**config.mk**
```make
export PLATFORM = sky130hd
export DESIGN_NAME = bmult_share_arb
export DESIGN_NICKNAME = d
export VERILOG_FILES = /design/src/rtl/bmult_share_arb.sv
export SDC_FILE = /design/constraint.sdc
export NUM_CORES = 1
export LEC_CHECK = 0
export CAP_MARGIN = 0
export CORE_MARGIN = 2
export CORE_UTILIZATION = 40
export DETAILED_ROUTE_END_ITERATION = 10
export GPL_TIMING_DRIVEN = 0
export PLACE_DENSITY = 0.74
export REMOVE_ABC_BUFFERS = 1
export SETUP_SLACK_MARGIN = 0.2
export SLEW_MARGIN = 5
export SYNTH_ARGS = -nofsm -noshare
export SYNTH_HDL_FRONTEND = slang
export SYNTH_SLANG_ARGS = --single-unit
export TNS_END_PERCENT = 100
```
**constraint.sdc**
```tcl
create_clock -name clk -period 2 [get_ports clk]
set_clock_uncertainty 0.15 [all_clocks]
set_input_delay 0.3 -clock clk [delete_from_list [all_inputs] [get_ports clk]]
set_output_delay 0.3 -clock clk [all_outputs]
set_load 0.005 [all_outputs]
```
**src/rtl/bmult_share_arb.sv**
```systemverilog
// Round-robin arbiter sharing one external 12x12 unsigned multiplier among N_REQ requesters,
// with credit-based in-order response FIFO. Optional op counter: BMULT_SHARE_ARB_STATS_EN.
module bmult_share_arb #(
  parameter int N_REQ     = 4,
  parameter int MULT_LAT  = 1,
  parameter int OUT_DEPTH = 4
) (
  input  logic                 clk,
  input  logic                 rst,
  input  logic [N_REQ-1:0]     req_valid,
  input  logic [12*N_REQ-1:0]  req_a,
  input  logic [12*N_REQ-1:0]  req_b,
  output logic [N_REQ-1:0]     req_ready,
  output logic [11:0]          mult_a,
  output logic [11:0]          mult_b,
  input  logic [23:0]          mult_p,
  output logic                 rsp_valid,
  input  logic                 rsp_ready,
  output logic [2:0]           rsp_id,
  output logic [23:0]          rsp_p,
  output logic                 busy
`ifdef BMULT_SHARE_ARB_STATS_EN
  ,
  output logic [15:0]          op_cnt
`endif
);

  localparam int CW = $clog2(OUT_DEPTH + 1);
  localparam int PW = (OUT_DEPTH > 1) ? $clog2(OUT_DEPTH) : 1;
  localparam logic [CW-1:0] DEPTH_C = CW'(OUT_DEPTH);
  localparam logic [PW-1:0] LAST_PTR = PW'(OUT_DEPTH - 1);

  logic [CW-1:0] credit_cnt;
  logic [CW-1:0] fifo_cnt;
  logic [PW-1:0] wr_ptr;
  logic [PW-1:0] rd_ptr;
  logic [2:0]    last_grant;

  logic          found_hi;
  logic          found_lo;
  logic [2:0]    idx_hi;
  logic [2:0]    idx_lo;
  logic [2:0]    grant_id;
  logic          can_grant;
  logic          grant;
  logic          push;
  logic          pop;

  logic [MULT_LAT-1:0]      tag_v;
  logic [MULT_LAT-1:0][2:0] tag_id;
  logic [26:0]              mem [OUT_DEPTH];
  logic [26:0]              head;

  // Two-pass round-robin: first valid index above last_grant, else first at or below it.
  always_comb begin
    found_hi = 1'b0;
    found_lo = 1'b0;
    idx_hi   = '0;
    idx_lo   = '0;
    for (int i = 0; i < N_REQ; i++) begin
      if (req_valid[i]) begin
        if (i > int'(last_grant)) begin
          if (!found_hi) begin
            found_hi = 1'b1;
            idx_hi   = 3'(i);
          end
        end else if (!found_lo) begin
          found_lo = 1'b1;
          idx_lo   = 3'(i);
        end
      end
    end
  end

  // A pop in this cycle does not free a credit until the next cycle.
  assign can_grant = !rst && (credit_cnt < DEPTH_C);
  assign grant     = can_grant && (found_hi || found_lo);
  assign grant_id  = found_hi ? idx_hi : idx_lo;

  always_comb begin
    req_ready = '0;
    mult_a    = '0;
    mult_b    = '0;
    for (int i = 0; i < N_REQ; i++) begin
      if (grant && grant_id == 3'(i)) begin
        req_ready[i] = 1'b1;
        mult_a       = req_a[12*i +: 12];
        mult_b       = req_b[12*i +: 12];
      end
    end
  end

  always_ff @(posedge clk) begin
    if (rst) begin
      last_grant <= 3'(N_REQ - 1);
    end else if (grant) begin
      last_grant <= grant_id;
    end
  end

  // Tag pipeline tracks which requester owns the product emerging from the multiplier.
  always_ff @(posedge clk) begin
    if (rst) begin
      tag_v <= '0;
    end else begin
      tag_v[0] <= grant;
      for (int i = 1; i < MULT_LAT; i++) tag_v[i] <= tag_v[i-1];
    end
  end

  always_ff @(posedge clk) begin
    tag_id[0] <= grant_id;
    for (int i = 1; i < MULT_LAT; i++) tag_id[i] <= tag_id[i-1];
  end

  assign push = tag_v[MULT_LAT-1];

  always_ff @(posedge clk) begin
    if (push) mem[wr_ptr] <= {tag_id[MULT_LAT-1], mult_p};
  end

  assign head      = mem[rd_ptr];
  assign rsp_valid = !rst && (fifo_cnt != '0);
  assign rsp_id    = rsp_valid ? head[26:24] : '0;
  assign rsp_p     = rsp_valid ? head[23:0]  : '0;
  assign pop       = rsp_valid && rsp_ready;
  assign busy      = !rst && (credit_cnt != '0);

  always_ff @(posedge clk) begin
    if (rst) begin
      credit_cnt <= '0;
      fifo_cnt   <= '0;
      wr_ptr     <= '0;
      rd_ptr     <= '0;
    end else begin
      case ({grant, pop})
        2'b10:   credit_cnt <= credit_cnt + CW'(1);
        2'b01:   credit_cnt <= credit_cnt - CW'(1);
        default: credit_cnt <= credit_cnt;
      endcase
      case ({push, pop})
        2'b10:   fifo_cnt <= fifo_cnt + CW'(1);
        2'b01:   fifo_cnt <= fifo_cnt - CW'(1);
        default: fifo_cnt <= fifo_cnt;
      endcase
      if (push) wr_ptr <= (wr_ptr == LAST_PTR) ? '0 : wr_ptr + PW'(1);
      if (pop)  rd_ptr <= (rd_ptr == LAST_PTR) ? '0 : rd_ptr + PW'(1);
    end
  end

`ifdef BMULT_SHARE_ARB_STATS_EN
  always_ff @(posedge clk) begin
    if (rst) begin
      op_cnt <= '0;
    end else if (grant && op_cnt != 16'hFFFF) begin
      op_cnt <= op_cnt + 16'd1;
    end
  end
`endif

endmodule

```
==> flow_metrics.py <==
metrics = {
    "synth": {
        "yosysTopAreaCellShare_pct": 56.7,
        "ys_seq_area_share_pct": 62.8,
        "synthesis.area_um2": 5510,
        "yosysWarnings": 0,
        "syn_inst": 352,
        "synth_top_cell_by_area": "edfxtp_1",
        "synthTopCellsByArea": "edfxtp_1, mux4_2, mux2i_1",
        "synth_seq_cells": 121,
        "syn-mean-instance-area_um2": 15.7,
        "yosysUniqueCellTypes": 32,
    },
    "timing": {
        "whs_ns": 0.129,
        "drv_slew": 0,
        "min_period_over_period_pct": 139,
        "max_freq_mhz": 359,
        "fin_ws_ns": -0.783,
        "final_hold_viol_count": 0,
        "grt_setup_unrepaired": "true",
        "setup_viol": 57,
        "min_period_ns": 2.78,
    },
    "clock_tree": {
        "numCtsBuffers": 17,
        "root_buffer": "clkbuf_16",
        "cts.sinks": 121,
        "ctsHtreeMaxLevel": 4,
        "clock_path_buffers": 2,
        "cts.reportedPaths.clkPinSlew_ns": 0.05,
        "cts_tree": "built",
        "postCtsHoldBufs": 0,
        "clock_latency_ns": 0.41,
    },
    "outcome": {
        "violations": "negative setup slack",
        "status": "finished with violations",
    },
    "worst_setup_path": {
        "worstRegToRegCells": 11,
        "critPathLaunchType": "flip-flop",
        "worst_ep_arrival_time_ns": 2.33,
        "r2r_end": "credit_cnt[2]",
        "path_class": "reg2out",
        "r2r_start": "credit_cnt[2]",
        "r2r_setup_slack_ns": -0.26,
        "critPathCaptureType": "output port",
        "cp.required_ns": 1.55,
        "crit_fanout": 6,
    },
    "drt": {
        "ant_nets": 0,
        "routedWlPerCell_um": 20.9,
        "first_pass_iters": 4,
        "via_per_inst": 5.23,
        "vias": 4369,
        "drcViolationCount": 0,
        "met2_length_mm": 9.72,
        "topRoutingLayerUsed": "met4",
        "wl_met1_mm": 5.99,
        "drt_iter0_markers": 290,
        "finalWirelength_mm": 17.5,
        "wl_met3_mm": 1.14,
    },
    "pwr": {
        "power_mw": 9.39,
        "p_leak_nw": 3.81,
        "vdd_drop_max_uv": 702,
        "power_density_nw_per_um2": 982,
    },
    "layout": {
        "multi_input_area_um2": 2220,
        "drive_gt1_share_pct": 46.6,
        "final_cells": 836,
        "register_area_um2": 3480,
        "final_util_pct": 71.6,
        "layout_common_cells": "clkdlybuf4s50_1, edfxtp_1, buf_6, mux2i_1, buf_2",
        "area_delta_synth_final_pct": 73.3,
        "nFillCells": 922,
        "nets": 780,
        "final_common_cell": "clkdlybuf4s50_1",
    },
    "floorplan": {
        "core_area_um2": 13300,
        "die_y_um": 121,
        "die_w_um": 121,
        "rows": 42,
        "io_pins": 184,
        "start_util_pct": 41.3,
        "die-area_um2": 14700,
    },
    "global_route": {
        "grt_start_max_net_pins": 27,
        "grt_pass1_wl_mm": 24.9,
        "antenna_found_initial": 3,
        "grtUsageTotal_pct": 23.2,
        "grt.overflow.total": 0,
        "grt_pass1_vias": 4636,
    },
    "placed_design": {
        "place_ws_ns": -1.53,
        "routabilityCongestion": 0.790,
        "io_buffers": 182,
        "dp.cells": 691,
        "dp_hpwl_mm": 9.32,
    },
    "hold_path": {
        "hold_depth": 2,
        "hp-class": "in2reg",
        "hold-path-endpoint": "wr_ptr[0]",
        "hold_start": "rst",
    },
    "job": {
        "drv_cap": 0,
    },
}
==> logic make-up after synthesis <==
logic type | Yosys count | share of synthesized area [%]
other | 1 | 0.0680
buffers and inverters | 36 | 3.59
adders and majority gates | 9 | 2.31
xor gates and xnor gates | 4 | 0.635
muxes | 76 | 19.7
and+or+nand+nor | 65 | 6.31
AOI/OAI and AO/OA | 40 | 4.56
DFF | 121 | 62.8
==> critical path, stage by stage, from the launching register on <==
cell and delay (ns):
dfxtp_4 0.36, nand3b_1 0.11, o21ai_2 0.07, a311o_2 0.48
buf_6 0.17, buf_16 0.13, buf_6 0.12, mux2i_1 0.12
o22ai_2 0.19, buf_2 0.16
==> synthesized netlist by cell type, drive strengths merged <==
| cell | n |
|---|---|
| or3 | 2 |
| clkbuf | 6 |
| nor3 | 7 |
| o221a | 1 |
| a211oi | 1 |
| nor2 | 12 |
| dfxtp | 17 |
| o31ai | 1 |
| buf | 16 |
| inv | 14 |
| a21oi | 7 |
| mux4 | 26 |
| nand3 | 1 |
| edfxtp | 104 |
| ha | 7 |
| o22ai | 24 |
| xor2 | 4 |
| and2 | 30 |
| mux2i | 50 |
| nor2b | 1 |
| conb | 1 |
| nand2 | 9 |
| a311o | 1 |
| o21ai | 5 |
| fa | 2 |
| nand3b | 3 |
==> routing by layer <==
metal / track usage, % / vias to the layer above
li1: - / 1960
met3: 6.91 / 35
met2: 43.5 / 216
met5: 0 / -
met1: 23.4 / 2158
met4: 11.1 / 0
==> how the worst max path moves through the flow <==
| stage | start | to | slack (ns) | cells after the start |
|---|---|---|---|---|
| after detailed placement | rst | mult_b[9] | -1.53 | 5 |
| after CTS | last_grant[1] | mult_a[2] | -0.76 | 9 |
| after global routing | last_grant[1] | mult_b[3] | -0.84 | 9 |
| after global placement | req_valid[0] | mult_b[10] | -3.24 | 7 |
| final | last_grant[1] | mult_b[9] | -0.78 | 9 |
| after floorplan | last_grant[1] | mult_a[10] | -1.37 | 5 |
==> through the flow <==
stage	TNS, ns	area [µm²]
2_1_floorplan	-53.56	5370
3_3_place_gp	-176.07	7410
3_5_place_dp	-67.55	7490
4_1_cts	-26.84	9210
5_1_grt	-34.82	9560
6_report	-31.36	9560
==> what timing repair did <==
action	CTS	global route
cloned	11	0
resized for setup	391	53
setup endpoints to repair	65	166
pin swaps	53	28
hold endpoints to repair	0	0
buffers inserted	79	20
==> flip-flops by register name, indices dropped and copies added (netlist names), named ones only <==
| name | cells |
|---|---|
| fifo_cnt | 3 |
| last_grant | 2 |
| tag_id | 2 |
| mem | 104 |
| credit_cnt | 3 |
| push | 1 |
| wr_ptr | 2 |
| rd_ptr | 2 |
==> power breakdown <==
part	switching, mW	internal, mW
Sequential	0.141	2.96
Combinational	1.31	2.28
Clock	1.01	1.67
Total	2.47	6.92
==> area by class of cell <==
| class | count | share of cell area [%] |
|---|---|---|
| Antenna cell | 3 | 0.0786 |
| Clock buffer | 20 | 4.57 |
| Clock inverter | 12 | 0.877 |
| Inverter | 14 | 0.733 |
| Multi-Input combinational cell | 198 | 23.2 |
| Sequential cell | 121 | 36.5 |
| Tap cell | 176 | 2.30 |
| Timing Repair Buffer | 292 | 31.8 |
Power figures use the tool's default switching activity.
